File: src/rtl/register_file.sv
// Parametrised general-purpose register file: two combinational read ports,
// one enabled write port, optional hardwired-zero register 0, optional
// write-to-read bypass, and a clear engine that zeroes one register per cycle.
//
// Handshake/timing contract: write_enable is a single-cycle command sampled
// at each rising edge, with no back-pressure. An enabled write that arrives
// while busy is high is dropped, and write_dropped pulses for the cycle after
// that edge. clear is a level sampled in IDLE only. busy stays high for
// exactly NUM_REGS cycles. done pulses for the one cycle after the last
// register has been zeroed.
module register_file #(
  parameter int DATA_WIDTH = 8,
  parameter int ID_WIDTH   = 4,
  parameter int NUM_REGS   = 16,
  parameter int ZERO_REG   = 0,
  parameter int BYPASS     = 0
) (
  input  logic                  clock,
  input  logic                  reset,
  input  logic [ID_WIDTH-1:0]   read1_id,
  output logic [DATA_WIDTH-1:0] read1_value,
  input  logic [ID_WIDTH-1:0]   read2_id,
  output logic [DATA_WIDTH-1:0] read2_value,
  input  logic                  write_enable,
  input  logic [ID_WIDTH-1:0]   write_id,
  input  logic [DATA_WIDTH-1:0] write_value,
  input  logic                  clear,
  output logic                  busy,
  output logic                  done,
  output logic                  write_dropped
);

  typedef enum logic {
    IDLE  = 1'b0,
    SWEEP = 1'b1
  } state_t;

  // Last id the sweep touches. The pointer is reset rather than incremented
  // past this value, so it never wraps when NUM_REGS == 2**ID_WIDTH.
  localparam logic [ID_WIDTH-1:0] LAST_ID   = ID_WIDTH'(NUM_REGS - 1);
  // One extra bit so that NUM_REGS == 2**ID_WIDTH is representable.
  localparam logic [ID_WIDTH:0]   REG_COUNT = (ID_WIDTH + 1)'(NUM_REGS);

  state_t                  state;
  logic [ID_WIDTH-1:0]     pointer;
  logic [DATA_WIDTH-1:0]   regs [NUM_REGS];
  logic                    write_valid;
  logic                    write_commit;

  // Decide whether the write port updates a register at the coming edge.
  always_comb begin
    write_valid  = ({1'b0, write_id} < REG_COUNT) &&
                   !((ZERO_REG != 0) && (write_id == '0));
    write_commit = write_enable && !busy && write_valid;
  end

  // Combinational read ports with range, zero-register and bypass handling.
  always_comb begin
    read1_value = '0;
    read2_value = '0;
    for (int k = 0; k < NUM_REGS; k++) begin
      if (read1_id == ID_WIDTH'(k)) read1_value = regs[k];
      if (read2_id == ID_WIDTH'(k)) read2_value = regs[k];
    end
    if ((ZERO_REG != 0) && (read1_id == '0)) read1_value = '0;
    if ((ZERO_REG != 0) && (read2_id == '0)) read2_value = '0;
    // write_commit already excludes out-of-range ids and the zero register.
    if ((BYPASS != 0) && write_commit && (read1_id == write_id)) read1_value = write_value;
    if ((BYPASS != 0) && write_commit && (read2_id == write_id)) read2_value = write_value;
  end

  // Register storage, clear-sweep FSM and status pulses.
  always_ff @(posedge clock) begin
    if (reset) begin
      for (int k = 0; k < NUM_REGS; k++) regs[k] <= '0;
      state         <= IDLE;
      pointer       <= '0;
      busy          <= 1'b0;
      done          <= 1'b0;
      write_dropped <= 1'b0;
    end else begin
      done          <= 1'b0;
      write_dropped <= write_enable && busy;

      // Writes only commit in IDLE, so they never collide with the sweep.
      for (int k = 0; k < NUM_REGS; k++) begin
        if (write_commit && (write_id == ID_WIDTH'(k))) regs[k] <= write_value;
      end

      case (state)
        IDLE: begin
          if (clear) begin
            state   <= SWEEP;
            busy    <= 1'b1;
            pointer <= '0;
          end
        end
        SWEEP: begin
          for (int k = 0; k < NUM_REGS; k++) begin
            if (pointer == ID_WIDTH'(k)) regs[k] <= '0;
          end
          if (pointer == LAST_ID) begin
            state   <= IDLE;
            busy    <= 1'b0;
            done    <= 1'b1;
            pointer <= '0;
          end else begin
            pointer <= pointer + 1'b1;
          end
        end
        default: begin
          state <= IDLE;
          busy  <= 1'b0;
        end
      endcase
    end
  end

endmodule

File: config.mk
export PLATFORM = sky130hd
export DESIGN_NAME = register_file
export DESIGN_NICKNAME = d
export VERILOG_FILES = /design/src/rtl/register_file.sv
export SDC_FILE = /design/constraint.sdc
export NUM_CORES = 1
export LEC_CHECK = 0
export ABC_AREA = 1
export CAP_MARGIN = 20
export CORE_UTILIZATION = 50
export CTS_CLUSTER_DIAMETER = 80
export CTS_CLUSTER_SIZE = 14
export DETAILED_ROUTE_END_ITERATION = 8
export GPL_ROUTABILITY_DRIVEN = 0
export PLACE_DENSITY = 0.68
export RECOVER_POWER = 25
export REMOVE_ABC_BUFFERS = 1
export SETUP_SLACK_MARGIN = 0.2
export SLEW_MARGIN = 20
export SYNTH_ARGS = -nofsm -noshare
export SYNTH_HDL_FRONTEND = slang
export SYNTH_SLANG_ARGS = --single-unit
File: constraint.sdc
create_clock -name clock -period 2 [get_ports clock]
set_input_delay 0.5 -clock clock [delete_from_list [all_inputs] [get_ports clock]]
set_output_delay 0.5 -clock clock [all_outputs]
set_load 0.01 [all_outputs]
==> flow_metrics.py <==
metrics = {
    "cells_and_area": {
        "num_antenna_cells": 0,
        "postLayoutCoreUtil_pct": 71.7,
        "drive_gt1_share_pct": 25.8,
        "final-instance-count-excl-fill": 1352,
        "fin_nets": 1187,
        "multiInputGateArea_mm2": 0.00383,
        "area_growth_pct": 37.5,
        "design_area_mm2": 0.0101,
        "n_fill_cell": 1108,
        "regArea_mm2": 0.00336,
    },
    "sta": {
        "worstMarginPinSlew_ps": 559,
        "fin_ws_ps": -559,
        "hold-worst-slack_ps": 356,
        "post-route-period-util_pct": 128,
        "fmaxAchievable_mhz": 391,
        "period_minus_slack_ps": 2560,
        "slew_headroom_pct": 62.8,
        "setup_viol": 92,
        "final-hold-violation-count": 0,
        "grt_setup_unrepaired": "true",
        "drv_slew": 0,
        "fin_skew_ps": 8.49,
        "fin_tns_setup_ps": -12160,
    },
    "floorplanning": {
        "dieArea_mm2": 0.0152,
        "rows": 43,
        "pin_count": 43,
        "die_width_um": 123,
        "core_mm2": 0.0141,
        "die_h_um": 123,
        "initial_core_util_pct": 52.2,
    },
    "clock_tree": {
        "cts_max_level": 4,
        "holdBufCountCts": 0,
        "cts_root_buf": "clkbuf_16",
        "clk_pin_slew_ps": 70,
        "clock-sinks": 136,
        "cts_made_buffers": 17,
        "cts_tree": "yes",
        "clockBufferDepth": 2,
        "clk_latency_ps": 430,
    },
    "synthesis": {
        "yosys_warnings": 0,
        "synth-main-ff-cell": "dfxtp_1",
        "avgSynthCellArea_um2": 7.41,
        "syn_area_mm2": 0.00735,
        "synth_edf_count": 64,
        "synth_top_area_share_pct": 26.1,
        "synth_most_common_cell": "nand2_1",
        "yosys-top-cells-area": "edfxtp_1 (26%), dfxtp_1 (20%), nand2_1 (12%)",
        "synth-seq-cells": 136,
        "synth_common_cells": "nand2_1 (231), nor2_1 (205), nand3_1 (93), inv_1 (90), dfxtp_1 (72)",
        "synthCells": 993,
        "yosysTopAreaCell": "edfxtp_1",
        "synth_cell_types": 31,
        "yosysSeqAreaShare_pct": 45.7,
        "async_reset_ff_share_pct": 0,
    },
    "worst_setup_path": {
        "end_kind": "output port",
        "r2r-start": "busy$_SDFFE_PP0P_",
        "crit_fanout": 2,
        "rr_worst_depth": 9,
        "worstSetupEndpoint": "read1_value[7]",
        "critPathRequiredTime_ps": 1500,
        "crit_arrival_ps": 2060,
        "criticalPathCategory": "reg -> out",
        "critPathLaunchType": "flop",
        "timing.rr.end": "regs[0][61]$_SDFFCE_PP0P_",
        "r2r_setup_slack_ps": 330,
        "startpoint": "regs[0][7]$_SDFFCE_PN0P_",
    },
    "min_path": {
        "hold_class": "in -> reg",
    },
    "routing": {
        "wirelength_um": 24500,
        "drtIter0Drc": 998,
        "vias_per_cell": 5.64,
        "drc": 0,
        "wl_per_cell_um": 18.1,
        "vias": 7630,
        "first_pass_iters": 5,
        "ant_nets": 0,
    },
    "grt": {
        "grt_use_total_pct": 33.5,
        "antenna_found_initial": 0,
        "grt_max_degree": 26,
        "first_global_vias": 7071,
        "grt-ovfl-total": 0,
        "grt_pass1_wl_um": 37300,
    },
    "pwr": {
        "power_mw": 7.15,
        "ir_worst_vdd_mv": 0.835,
        "p_per_area_mw_per_mm2": 707,
        "leakagePower_nw": 4.10,
    },
    "run": {
        "maxCapViolations": 0,
    },
    "status": {
        "violations": "negative setup slack",
        "status": "finished, violations left",
    },
    "place": {
        "dp_slack_ps": -1400,
        "detailed_place_hpwl_um": 17300,
        "place_area_mm2": 0.00902,
        "placed_cells_incl_taps": 1303,
        "numPortBuffers": 42,
    },
}
## where the power goes
group | switching, mW | internal [mW]
Combinational | 0.542 | 0.373
Clock | 1.39 | 1.79
Sequential | 0.0644 | 2.99
## layer usage
metal  share of wire (%)  global-route usage [%]  up-vias
li1                    -                       -     3645
met1                  43                    46.8     3531
met2                  44                    50.2      378
met3                 9.9                    8.58       76
met4                 3.1                    11.5        0
met5                   0                       0        -
## worst max-delay path, cell delays in order (launching register included)
cell and delay (ps):
edfxtp_1 460, nand3_1 120, nand3_1 100, nor2_2 130, nand4_1 130, nand2_1 100, nand3_1 60, nand2_1 60
nand3_1 70, nor2_1 130, nand3_1 90, buf_2 150
## layout make-up
type	count	area share (%)
multi-input combinational	731	37.9
sequential	136	33.3
timing repair buffer	173	16.7
clock buffer	17	4.21
inverter	100	3.96
tap	180	2.23
clock inverter	15	1.68
## registers in the layout, indices dropped and copies added, names as in the netlist
register       count
busy               1
done               1
pointer            4
regs             128
state              1
write_dropped      1
## layout by cell type (no fill, tap or decap), drive strengths merged, types with 2 or more instances in the layout
| cell | netlist | routed |
|---|---|---|
| inv | 100 | 110 |
| clkdlybuf4s50 | 0 | 12 |
| nand3 | 94 | 94 |
| dlymetal6s2s | 0 | 2 |
| or2 | 5 | 5 |
| edfxtp | 64 | 64 |
| o21ai | 16 | 16 |
| nor3 | 16 | 16 |
| clkinv | 0 | 4 |
| buf | 15 | 151 |
| clkbuf | 11 | 21 |
| a211oi | 48 | 48 |
| clkdlybuf4s25 | 0 | 2 |
| nor2 | 231 | 231 |
| ha | 4 | 4 |
| o211ai | 6 | 6 |
| dfxtp | 72 | 72 |
| a21oi | 38 | 38 |
| nand4 | 37 | 37 |
| nand2 | 232 | 232 |
## how the worst min path moves through the flow
stage                                         from                       end  slack (ps)  cells after the start
after global placement    regs[1][14]$_SDFFE_PP0P_  regs[1][14]$_SDFFE_PP0P_         450                      2
after detailed placement  regs[1][14]$_SDFFE_PP0P_  regs[1][14]$_SDFFE_PP0P_         460                      2
after CTS                 regs[1][14]$_SDFFE_PP0P_  regs[1][14]$_SDFFE_PP0P_         470                      2
after global routing                  write_enable  write_dropped$_SDFF_PP0_         350                      3
after floorplan           regs[1][14]$_SDFFE_PP0P_  regs[1][14]$_SDFFE_PP0P_         440                      2
final                                 write_enable  write_dropped$_SDFF_PP0_         360                      3
## cells by family (layout without fill, tap and decap cells)
group | count (synthesis) | count (layout) | share of synthesized area, %
adders and majority gates | 4 | 4 | 0.681
xor gates and xnor gates | 1 | 1 | 0.119
AOI/OAI and AO/OA | 109 | 109 | 9.27
DFF | 136 | 136 | 45.7
and+or+nand+nor | 617 | 617 | 37.2
buffers and inverters | 126 | 305 | 6.96
## timing repair
action,CTS,global route
pin swaps,67,71
resized for setup,176,59
setup endpoints to repair,18,119
buffers inserted,9,8
endpoints found under the hold margin,0,0
(Power assumes the default switching activity.)
